<file path="src/rtl/alarm_pkg.sv">
// Shared types and time-field widths for the alarm clock's alarm controller.
package alarm_pkg;

   typedef enum logic [1:0] {IDLE, RINGING, SNOOZING} alarm_state_t;

   localparam int HOUR_BITS   = 5;
   localparam int MIN_BITS    = 6;
   localparam int SEC_BITS    = 6;
   localparam int SEC_PER_MIN = 60;

endpackage

</file>
<file path="src/rtl/alarm_sec_timer.sv">
// Loadable seconds down-counter; done flags the enabled tick that takes the count from 1 to 0.
module alarm_sec_timer #(
   parameter int W = 9
) (
   input  logic         clk,
   input  logic         rst_n,
   input  logic         load,
   input  logic [W-1:0] load_val,
   input  logic         tick,
   output logic         done
);

   logic [W-1:0] count_q;
   logic [W-1:0] count_d;

   always_comb begin
      count_d = count_q;
      if (load) begin
         count_d = load_val;
      end else if (tick && (count_q != {W{1'b0}})) begin
         count_d = count_q - W'(1);
      end else begin
         count_d = count_q;
      end
   end

   always_ff @(posedge clk or negedge rst_n) begin
      if (!rst_n) begin
         count_q <= {W{1'b0}};
      end else begin
         count_q <= count_d;
      end
   end

   assign done = tick & ~load & (count_q == W'(1));

endmodule

</file>
<file path="src/rtl/alarm_controller.sv">
// Alarm match detection and ring / snooze / stop state machine with registered display outputs.
module alarm_controller
   import alarm_pkg::*;
#(
   parameter int SNOOZE_MIN       = 5,
   parameter int RING_TIMEOUT_SEC = 60,
   parameter int MAX_SNOOZES      = 3,
   localparam int SL_W = (MAX_SNOOZES > 0) ? $clog2(MAX_SNOOZES + 1) : 1
) (
   input  logic                 clk_in,
   input  logic                 reset,
   input  logic                 sec_tick,
   input  logic [HOUR_BITS-1:0] cur_hour,
   input  logic [MIN_BITS-1:0]  cur_min,
   input  logic [SEC_BITS-1:0]  cur_sec,
   input  logic [HOUR_BITS-1:0] alarm_hour,
   input  logic [MIN_BITS-1:0]  alarm_min,
   input  logic                 alarm_enable,
   input  logic                 snooze_btn,
   input  logic                 stop_btn,
   output logic                 buzzer,
   output logic                 ringing,
   output logic                 snoozing,
   output logic [SL_W-1:0]      snoozes_left,
   output logic                 missed
);

   localparam int RC_W       = $clog2(RING_TIMEOUT_SEC + 1);
   localparam int TM_W       = $clog2(SNOOZE_MIN * SEC_PER_MIN + 1);
   localparam logic [RC_W-1:0] RING_LAST   = RC_W'(RING_TIMEOUT_SEC - 1);
   localparam logic [TM_W-1:0] SNOOZE_TKS  = TM_W'(SNOOZE_MIN * SEC_PER_MIN);
   localparam logic [SL_W-1:0] SNOOZE_MAX  = SL_W'(MAX_SNOOZES);

   alarm_state_t    state_q, state_d;
   logic [RC_W-1:0] ring_cnt_q, ring_cnt_d;
   logic [SL_W-1:0] snoozes_left_q, snoozes_left_d;
   logic            buzzer_q, buzzer_d;
   logic            ringing_q, ringing_d;
   logic            snoozing_q, snoozing_d;
   logic            missed_q, missed_d;
   logic            match_q, match_s, trigger_s;
   logic            timer_load_s, timer_tick_s, timer_done_s;

   // Out-of-range current or setpoint values must never produce a match.
   assign match_s = alarm_enable
                  && (cur_hour < HOUR_BITS'(24)) && (cur_min < MIN_BITS'(60))
                  && (alarm_hour < HOUR_BITS'(24)) && (alarm_min < MIN_BITS'(60))
                  && (cur_hour == alarm_hour) && (cur_min == alarm_min)
                  && (cur_sec == SEC_BITS'(0));
   assign trigger_s = match_s & ~match_q;

   alarm_sec_timer #(.W(TM_W)) u_snooze_timer (
      .clk      (clk_in),
      .rst_n    (reset),
      .load     (timer_load_s),
      .load_val (SNOOZE_TKS),
      .tick     (timer_tick_s),
      .done     (timer_done_s)
   );

   always_comb begin
      state_d        = state_q;
      ring_cnt_d     = ring_cnt_q;
      snoozes_left_d = snoozes_left_q;
      buzzer_d       = buzzer_q;
      missed_d       = 1'b0;
      timer_load_s   = 1'b0;
      timer_tick_s   = 1'b0;
      if (!alarm_enable || (stop_btn && (state_q != IDLE))) begin
         state_d        = IDLE;
         ring_cnt_d     = {RC_W{1'b0}};
         snoozes_left_d = SNOOZE_MAX;
         buzzer_d       = 1'b0;
      end else begin
         case (state_q)
            IDLE: begin
               if (trigger_s) begin
                  state_d        = RINGING;
                  ring_cnt_d     = {RC_W{1'b0}};
                  snoozes_left_d = SNOOZE_MAX;
                  buzzer_d       = 1'b1;
               end else begin
                  buzzer_d = 1'b0;
               end
            end
            RINGING: begin
               if (snooze_btn && (snoozes_left_q != {SL_W{1'b0}})) begin
                  state_d        = SNOOZING;
                  snoozes_left_d = snoozes_left_q - SL_W'(1);
                  ring_cnt_d     = {RC_W{1'b0}};
                  buzzer_d       = 1'b0;
                  timer_load_s   = 1'b1;
               end else if (sec_tick && (ring_cnt_q == RING_LAST)) begin
                  state_d        = IDLE;
                  ring_cnt_d     = {RC_W{1'b0}};
                  snoozes_left_d = SNOOZE_MAX;
                  buzzer_d       = 1'b0;
                  missed_d       = 1'b1;
               end else if (sec_tick) begin
                  ring_cnt_d = ring_cnt_q + RC_W'(1);
                  buzzer_d   = ~buzzer_q;
               end else begin
                  state_d = RINGING;
               end
            end
            SNOOZING: begin
               timer_tick_s = sec_tick;
               if (timer_done_s) begin
                  state_d    = RINGING;
                  ring_cnt_d = {RC_W{1'b0}};
                  buzzer_d   = 1'b1;
               end else begin
                  buzzer_d = 1'b0;
               end
            end
            default: begin
               state_d        = IDLE;
               ring_cnt_d     = {RC_W{1'b0}};
               snoozes_left_d = SNOOZE_MAX;
               buzzer_d       = 1'b0;
            end
         endcase
      end
      ringing_d  = (state_d == RINGING);
      snoozing_d = (state_d == SNOOZING);
   end

   always_ff @(posedge clk_in or negedge reset) begin
      if (!reset) begin
         state_q        <= IDLE;
         ring_cnt_q     <= {RC_W{1'b0}};
         snoozes_left_q <= SNOOZE_MAX;
         buzzer_q       <= 1'b0;
         ringing_q      <= 1'b0;
         snoozing_q     <= 1'b0;
         missed_q       <= 1'b0;
         match_q        <= 1'b0;
      end else begin
         state_q        <= state_d;
         ring_cnt_q     <= ring_cnt_d;
         snoozes_left_q <= snoozes_left_d;
         buzzer_q       <= buzzer_d;
         ringing_q      <= ringing_d;
         snoozing_q     <= snoozing_d;
         missed_q       <= missed_d;
         match_q        <= match_s;
      end
   end

   assign buzzer       = buzzer_q;
   assign ringing      = ringing_q;
   assign snoozing     = snoozing_q;
   assign snoozes_left = snoozes_left_q;
   assign missed       = missed_q;

endmodule
</file>
<file path="config.mk">
export PLATFORM = sky130hd
export DESIGN_NAME = alarm_controller
export DESIGN_NICKNAME = d
export VERILOG_FILES = /design/src/rtl/alarm_pkg.sv /design/src/rtl/alarm_sec_timer.sv /design/src/rtl/alarm_controller.sv
export SDC_FILE = /design/constraint.sdc
export NUM_CORES = 1
export LEC_CHECK = 0
export CORE_MARGIN = 2
export CORE_UTILIZATION = 30
export DETAILED_ROUTE_END_ITERATION = 10
export GPL_ROUTABILITY_DRIVEN = 0
export HOLD_SLACK_MARGIN = 0.15
export SLEW_MARGIN = 10
export SYNTH_ARGS = -nofsm -noshare
export SYNTH_HDL_FRONTEND = slang
export SYNTH_SLANG_ARGS = --single-unit
</file>
<file path="constraint.sdc">
create_clock -name clk_in -period 2.5 [get_ports clk_in]
set_input_delay 0.75 -clock clk_in [delete_from_list [all_inputs] [get_ports clk_in]]
set_output_delay 0.75 -clock clk_in [all_outputs]
set_load 0.005 [all_outputs]
</file>
Yosys cells after proc, flatten, opt, wreduce, memory -nomap -nowiden
Cells that the tools add are included. Widths: inputs -> output; s select.

Logic and storage cells: 93. Memory bits (writable): 0. Register bits: 24. Memory bits (read-only): 0. Latch bits: 0. Bits of input ports: 34. Memories: 0.

Multiplexer cells: 37. Order comparisons: 4. Reductions and logical operators: 21. Eq/ne operators: 13. Bitwise gates (word level): 6. Shift operators: 0. Add/subtract/negate cells: 3. $mul: 0. Divide/modulo/power cells: 0.

Operator list (count): $mux 6 (6); $mux 2 (10); $mux 9 (2); $pmux 6 s3 (1); $mux 1 (15); $lt 6x6->1 const B (2); $pmux 2 s3 (2); $logic_and 1x1->1 (11); $lt 5x5->1 const B (2); $eq 9x1->1 const B (1); $reduce_bool 9->1 (1); $sub 9x1->9 const B (1); $add 6x1->6 const B (1); $eq 6x6->1 (1); $eq 6x6->1 const B (1); $logic_not 6->1 (1); $ne 3x3->1 const B (2); $reduce_and 3->1 (2); $reduce_bool 2->1 (3); $eq 5x5->1 (1); $ne 5x5->1 const B (1); $eq 2x1->1 const B (2); $eq 2x2->1 const B (2); $ne 4x4->1 const B (1); 8 further kinds (12).

Depth between registers and ports, before layout
Gate-level depths: netlist (run 1).

Depth after elaboration: 13. Gate-level depth with buffers: 8. Depth with buffers taken out: 8.

Modules after synthesis
Synthesis (run 1) repeated with hierarchy kept, for this count alone.

Cells, all modules: 181. Area, all modules: 1599.0 um^2.

Modules (own cells, without submodules): alarm_controller (cells an instance 110, instances 1, area each 968.4 um^2, seq. area each 377.9 um^2); alarm_sec_timer (cells an instance 71, instances 1, area each 630.6 um^2, seq. area each 225.2 um^2).

Worst setup path before layout (run 1)
No wires, ideal clock.

Path kind: input-to-reg. From: in alarm_min[3]. To: reg ring_cnt_q[5]. Library setup time: 0.120 ns. Cell stages on the path: 6. Data arrival time: 2.476 ns. Path slack: -0.095 ns. Buffers on the path: 0. Path through: and4_4 -> or4b_1 -> or4_4 -> o31ai_4 -> mux2i_1 -> nand2_1.

Cells in the longest elaborated chain, start to end: 8. Elaborated cells between the ends (all ways): 9. Those cells by class: order compare: 1; eq/ne: 2; bitwise: 1; reduce/logical: 5.

Ends and longest elaborated chain: from (decl) (line alarm_controller.sv:17) `input logic [MIN_BITS-1:0] alarm_min,`; $lt 6x6->1 (line alarm_controller.sv:47) `&& (alarm_hour < HOUR_BITS'(24)) && (alarm_min < MIN_BITS'(60))`; $logic_and 1x1->1 (line alarm_controller.sv:47); $logic_and 1x1->1 (line alarm_controller.sv:48) `&& (cur_hour == alarm_hour) && (cur_min == alarm_min)`; $logic_and 1x1->1 * (line alarm_controller.sv:48); $logic_and 1x1->1 * (line alarm_controller.sv:49) `&& (cur_sec == SEC_BITS'(0));`; $and 1x1->1 * (line alarm_controller.sv:50) `assign trigger_s = match_s & ~match_q;`; $ne 3x3->1 (no source line) *; $reduce_and 3->1 (no source line) *; to (signal assigned) (line alarm_controller.sv:131) `ring_cnt_q <= {RC_W{1'b0}};`; to (signal assigned) (line alarm_controller.sv:140) `ring_cnt_q <= ring_cnt_d;`; to (decl) (line alarm_controller.sv:35) `logic [RC_W-1:0] ring_cnt_q, ring_cnt_d;`.

Mark *: on every way between the ends. The rest lies on a longest branch, timed or not. A chain may end at the register's enable or synchronous reset.

Final worst setup path (run 1)
From: in alarm_min[5]. To: reg ring_cnt_q[5].

The elaborated chain is that of the path after synthesis.

==> results of run 1 <==
[registers in the layout, indices dropped and copies added (netlist names)]
register and flops:
state_q 2, u_snooze_timer.count_q 9, match_q 1, missed 1, ring_cnt_q 6, snoozing 1
snoozes_left 2, buzzer 1, ringing 1
[cell usage after synthesis, drive strengths merged]
| cell | instances |
|---|---|
| and4 | 1 |
| mux2i | 2 |
| ha | 5 |
| nand4bb | 1 |
| nand4 | 5 |
| nor4b | 3 |
| a22oi | 1 |
| nor3 | 6 |
| nand2b | 4 |
| nor4 | 2 |
| o31ai | 1 |
| xor2 | 6 |
| o21bai | 1 |
| nand2 | 13 |
| o41ai | 1 |
| or2 | 1 |
| and3 | 3 |
| o21ai | 12 |
| inv | 8 |
| or4 | 2 |
| nor2 | 13 |
| dfrtp | 22 |
| o22a | 1 |
| o2bb2ai | 2 |
| a31oi | 2 |
| or3 | 3 |
| a211oi | 1 |
| and2 | 1 |
| dfstp | 2 |
| or4b | 1 |
| xnor2 | 10 |
| and4bb | 1 |
| a21oi | 4 |
| nand3 | 11 |
| nand3b | 1 |
| o311ai | 1 |
| o211ai | 3 |
| o22ai | 1 |
| nor2b | 3 |
| nor4bb | 1 |
[worst max-delay path, stage by stage]
cell and delay [ps]:
buf_6 90, xor2_1 160, or4b_1 530, or4_4 520, o31ai_4 320, mux2i_1 230, nand2_1 70
[final timing paths]
kind                                           startpoint                   endpoint  cells past startpoint
min in group asynchronous                           reset  u_snooze_timer.count_q[2]                      2
max in group asynchronous                           reset            snoozes_left[1]                      2
worst max register to register  u_snooze_timer.count_q[5]              ring_cnt_q[5]                      6
worst max-delay path                         alarm_min[5]              ring_cnt_q[5]                      7
worst min-delay path                        ring_cnt_q[0]              ring_cnt_q[0]                      1
worst min register to register              ring_cnt_q[0]              ring_cnt_q[0]                      1
[per-layer routing]
metal / global-route usage [%] / share of wire, %
met1: 17.4 / 45
met5: 0 / 0
met2: 24.3 / 47
met4: 7.14 / 2.4
met3: 1.87 / 4.9
[what timing repair did]
action | CTS | global route
gates resized for setup | 56 | 9
pin swaps | 15 | 3
buffers inserted | 4 | 3
setup endpoints to repair | 11 | 12
[report_power, final]
part	leakage, uW	internal (uW)	switching (uW)	total (uW)
clock network	0.0000216	108	117	225
logic	0.000707	83.3	54.7	138
registers	0.000329	388	0.00234	388
[cell families (layout without fill, tap and decap cells)]
group / count (synthesis) / after routing
simple gates: 76 / 76
compound gates: 31 / 31
flops: 24 / 24
xor+xnor: 16 / 16
buf+inv: 8 / 82
fa+ha+maj: 5 / 5
mux: 2 / 2
[per-stage QoR]
step           instances  power (uW)
4_1_cts              300         754
3_3_place_gp         293         530
3_5_place_dp         293         531
2_1_floorplan        162         430
5_1_grt              303         782
6_report             303         751
[cell type report]
type | count | share of cell area, %
Multi-Input combinational cell | 130 | 41.3
Clock buffer | 3 | 1.80
Tap cell | 67 | 3.65
Inverter | 8 | 1.31
Sequential cell | 24 | 26.2
Timing Repair Buffer | 71 | 25.7
==> results.cfg, run 1 <==
[run_status]
status = finished with violations
violations = negative setup slack

[yosys]
muxShareOfSynthArea_pct = 1.32
synth_area_sq_um = 1510
yosys.area_share.simple_pct = 28.7
synth_compound_area_share_pct = 14.8
synth_area_leaders = dfrtp_1 36%, xnor2_1 5.8%, ha_1 4.1%
synthAdderAreaFrac_pct = 4.13
ys_seq_elements = 24
syn_inst = 162
synth_top_cell_by_area = dfrtp_1
syn_area_per_cell_sq_um = 9.35
yosys_warnings = 0
synth-xor-area-share_pct = 9.26
syn_nets = 201
synthDistinctLibCells = 42
synth_top_family_by_area = simple AND/OR/NAND/NOR gates
synth_top_cell_area_share_pct = 36.4
ys_seq_area_share_pct = 39.8

[cells_and_area]
mostFrequentLayoutCell = buf_4
antennaDiodeCount = 0
final_cell_area_sq_um = 2300
nNetsFinal = 277
regArea_sq_um = 603
fin_util_pct = 48.1
layout_common_cells = 32 x buf_4, 22 x dfrtp_1, 14 x clkdlybuf4s50_1
multi_input_area_sq_um = 951
fillerInstances = 455
areaGrowthSynthToFinish_pct = 51.9
drive_gt1_share_pct = 27.1

[drt]
wire_per_inst_um = 11.8
routed_wl_um = 3580
drt-pass1-iter-count = 4
routed_via_density = 4.88
drc_errors = 0
vias = 1478
ant_nets = 0
drt_iter0_drc = 35

[clock_tree]
cts-hold-fix-buffers = 0
clock_path_buffers = 2
htreeDepth = 1
cts.sinks = 24
cts_root_buf = clkbuf_8
insertion_delay_ps = 260
cts_buffers = 3
cts_tree = yes
clk_pin_slew_ps = 80

[setup_path]
cp-end-kind = flip-flop
rrSetupSlack_ps = 150
cp_max_fo = 6
critPathRequiredTime_ps = 2660
path_class = in -> reg
cp-start-kind = primary input
cp.arrival_ps = 2660

[die]
die_area_sq_um = 5630
rows = 25
initial_core_util_pct = 31.6
core_area_sq_um = 4790
die_y_um = 75.0
die_x_um = 75.0
io_pins = 40

[grt]
grt_pass1_vias = 1416
grt_usage_pct = 14.2
grt_pass1_wl_um = 6120
grt_overflow = 0
grt_max_degree = 25
antenna_found_initial = 0

[timing]
finalHoldWorstSlack_ps = 510
finClkSkew_ps = 1.83
rsz0062_at_grt = true
setup_violations = 1
maxSlewViolCount = 0
tightest_slew_ps = 403
fin_ws_ps = -5.67
max_freq_mhz = 399
slew-limit-headroom_pct = 72.8
final-hold-violation-count = 0
min_period_ps = 2510
fin_tns_setup_ps = -5.67
period_share_pct = 100

[power_and_ir_drop]
ir_worst_vdd_v = 0.000167
p_leak_uw = 0.00106
power.density_nw_per_um2 = 326

[place]
dp_hpwl_um = 2760
place_area_sq_um = 2180
port_buffers = 39
dpl_worst_slack_ps = -653

[hold_path]
hold_class = reg -> reg

[run]
maxCapViolCount = 0
Power figures use the tool's default switching activity.
==> inputs of run 2 (changes only) <==
--- a/config.mk
+++ b/config.mk
@@ -6,10 +6,12 @@
 export NUM_CORES = 1
 export LEC_CHECK = 0
 export CORE_MARGIN = 2
-export CORE_UTILIZATION = 30
+export CORE_UTILIZATION = 48
+export CTS_CLUSTER_DIAMETER = 100
 export DETAILED_ROUTE_END_ITERATION = 10
 export GPL_ROUTABILITY_DRIVEN = 0
 export HOLD_SLACK_MARGIN = 0.15
+export PLACE_DENSITY = 0.79
 export SLEW_MARGIN = 10
 export SYNTH_ARGS = -nofsm -noshare
 export SYNTH_HDL_FRONTEND = slang
==> results.cfg, run 2 (same netlist as run 1, synthesis figures left out) <==
[cells_and_area]
largest_register_ffs = 9
layout_common_cells = 33 x buf_4, 22 x dfrtp_1, 16 x clkdlybuf4s50_1
mostFrequentLayoutCell = buf_4
largestRegisters = u_snooze_timer.count_q (9), ring_cnt_q (6)
top_register = u_snooze_timer.count_q
regArea_sq_um = 603
fillerInstances = 236
nNetsFinal = 279
antennaDiodeCount = 0
fin_util_pct = 75.2
areaGrowthSynthToFinish_pct = 50.3
drive_gt1_share_pct = 27.6
multi_input_area_sq_um = 953

[setup_path]
path_class = in -> reg
critPathRequiredTime_ps = 2740
max_stage_delay_ps = 590
startpoint = cur_hour[3]
critPathSlowestCell = or4_4
crit_buf_inv = 2
rrSetupSlack_ps = 140
r2r_end = ring_cnt_q[5]
cp-end-kind = flip-flop
path_cells = dlygate4sd2_1 -> nor4bb_4 -> o211ai_1 -> or4_4 -> buf_6 -> nor4_2 -> nor2_1 -> a211oi_2
cp.arrival_ps = 2790
cp_top_family = simple AND/OR/NAND/NOR gates
cp_max_fo = 3
r2r-start = u_snooze_timer.count_q[2]
cp-start-kind = primary input
rr_worst_depth = 7

[die]
io_pins = 40
rows = 20
core_area_sq_um = 3030
die_area_sq_um = 3620
die_x_um = 60.2
die_y_um = 60.2
initial_core_util_pct = 50.0

[grt]
met3_usage_pct = 4.11
grt_pass1_wl_um = 6110
grt_pass1_vias = 1483
antenna_found_initial = 0
grt_max_degree = 25
grt_usage_pct = 22.7
busiest_layer = met2
met2_usage_pct = 39.3
grtUsageMet1_pct = 25.8
grt_overflow = 0

[timing]
fin_ws_ps = -59.0
period_share_pct = 102
finClkSkew_ps = 9.44
setup_violations = 1
rsz0062_at_grt = true
finalHoldWorstSlack_ps = 522
max_freq_mhz = 391
slew-limit-headroom_pct = 74.3
maxSlewViolCount = 0
final-hold-violation-count = 0
tightest_slew_ps = 381
fin_tns_setup_ps = -59.0
min_period_ps = 2560

[clock_tree]
insertion_delay_ps = 310
htreeDepth = 1
clk_pin_slew_ps = 130
cts-hold-fix-buffers = 0
cts.sinks = 24
clock_path_buffers = 2
cts_buffers = 3
cts_root_buf = clkbuf_4
cts_tree = yes

[drt]
routed_via_density = 5.39
vias = 1525
routed_wl_um = 3910
drt-pass1-iter-count = 4
ant_nets = 0
wire_per_inst_um = 13.8
drc_errors = 0
drt_iter0_drc = 56

[power_and_ir_drop]
clkPwrFrac_pct = 27.2
p_int_uw = 566
swShare_pct = 23.2
ir_worst_vdd_v = 0.000179
p_total_uw = 737
power_frac_comb_pct = 20.1
p_seq_share_pct = 52.7
power.switching_uw = 171
power.density_nw_per_um2 = 324
p_leak_uw = 0.00107

[run_status]
status = finished with violations
violations = negative setup slack

[place]
dpl_worst_slack_ps = -641
dp_hpwl_um = 2880
port_buffers = 39

[hold_path]
hp-start = ring_cnt_q[0]
whs_endpoint = ring_cnt_q[0]
hold_class = reg -> reg
hold_depth = 1

[run]
maxCapViolCount = 0
-- run 2: cell count changes in the layout (fill, tap and decap cells not counted), moves of 2 or more --
cell,delta
clkbuf_4,+3
clkbuf_8,-2
clkdlybuf4s50_1,+2
xnor2_1,-2
xnor2_2,+2
-- run 2: worst max-delay path by stage --
stage	endpoint	cells after the start	slack, ps
floorplan	ring_cnt_q[5]	6	-100
detailed placement	ring_cnt_q[2]	8	-640
global route	buzzer	8	-110
CTS	buzzer	8	0.06
global placement	ring_cnt_q[2]	8	-570
finish	buzzer	8	-60
-- run 2: timing repair --
| item | CTS | global route |
|---|---|---|
| pin swaps | 18 | 1 |
| gates resized for setup | 58 | 2 |
| setup buffers | 7 | 1 |
| setup endpoints to repair | 11 | 5 |
-- run 2: area by class of cell --
| cell class | count | area share [%] |
|---|---|---|
| multi-input cells | 130 | 41.9 |
| clock buffers | 4 | 1.59 |
| well taps | 44 | 2.42 |
| inverters | 8 | 1.32 |
| flip-flops and latches | 24 | 26.5 |
| repair buffers | 73 | 26.3 |
-- run 2: power groups by stage --
stage | registers, uW | clock network (uW) | logic, uW
final | 388 | 200 | 148
after global routing | 389 | 232 | 158
after CTS | 388 | 208 | 142
after detailed placement | 396 | 0 | 137
after global placement | 396 | 0 | 134
after floorplan | 396 | 0 | 34.7
-- run 2: stage by stage --
step / cells / cell area [sq um]
floorplan: 162 / 1510
global placement: 271 / 2150
detailed placement: 271 / 2150
CTS: 282 / 2260
global route: 283 / 2280
finish: 283 / 2280
-- run 2: metal layers --
metal / vias up / share of wire, %
met2: 70 / 52
li1: 752 / -
met1: 691 / 39
met4: 0 / 2.4
met3: 12 / 6.8
met5: - / 0
-- run 2: worst register-to-register path, stage by stage (launching register included) --
cell and delay, ps:
dfrtp_1 460, or4_4 590, o41ai_2 370, o21ai_1 200
o31ai_4 260, buf_4 160, mux2i_1 170, nand2_1 60
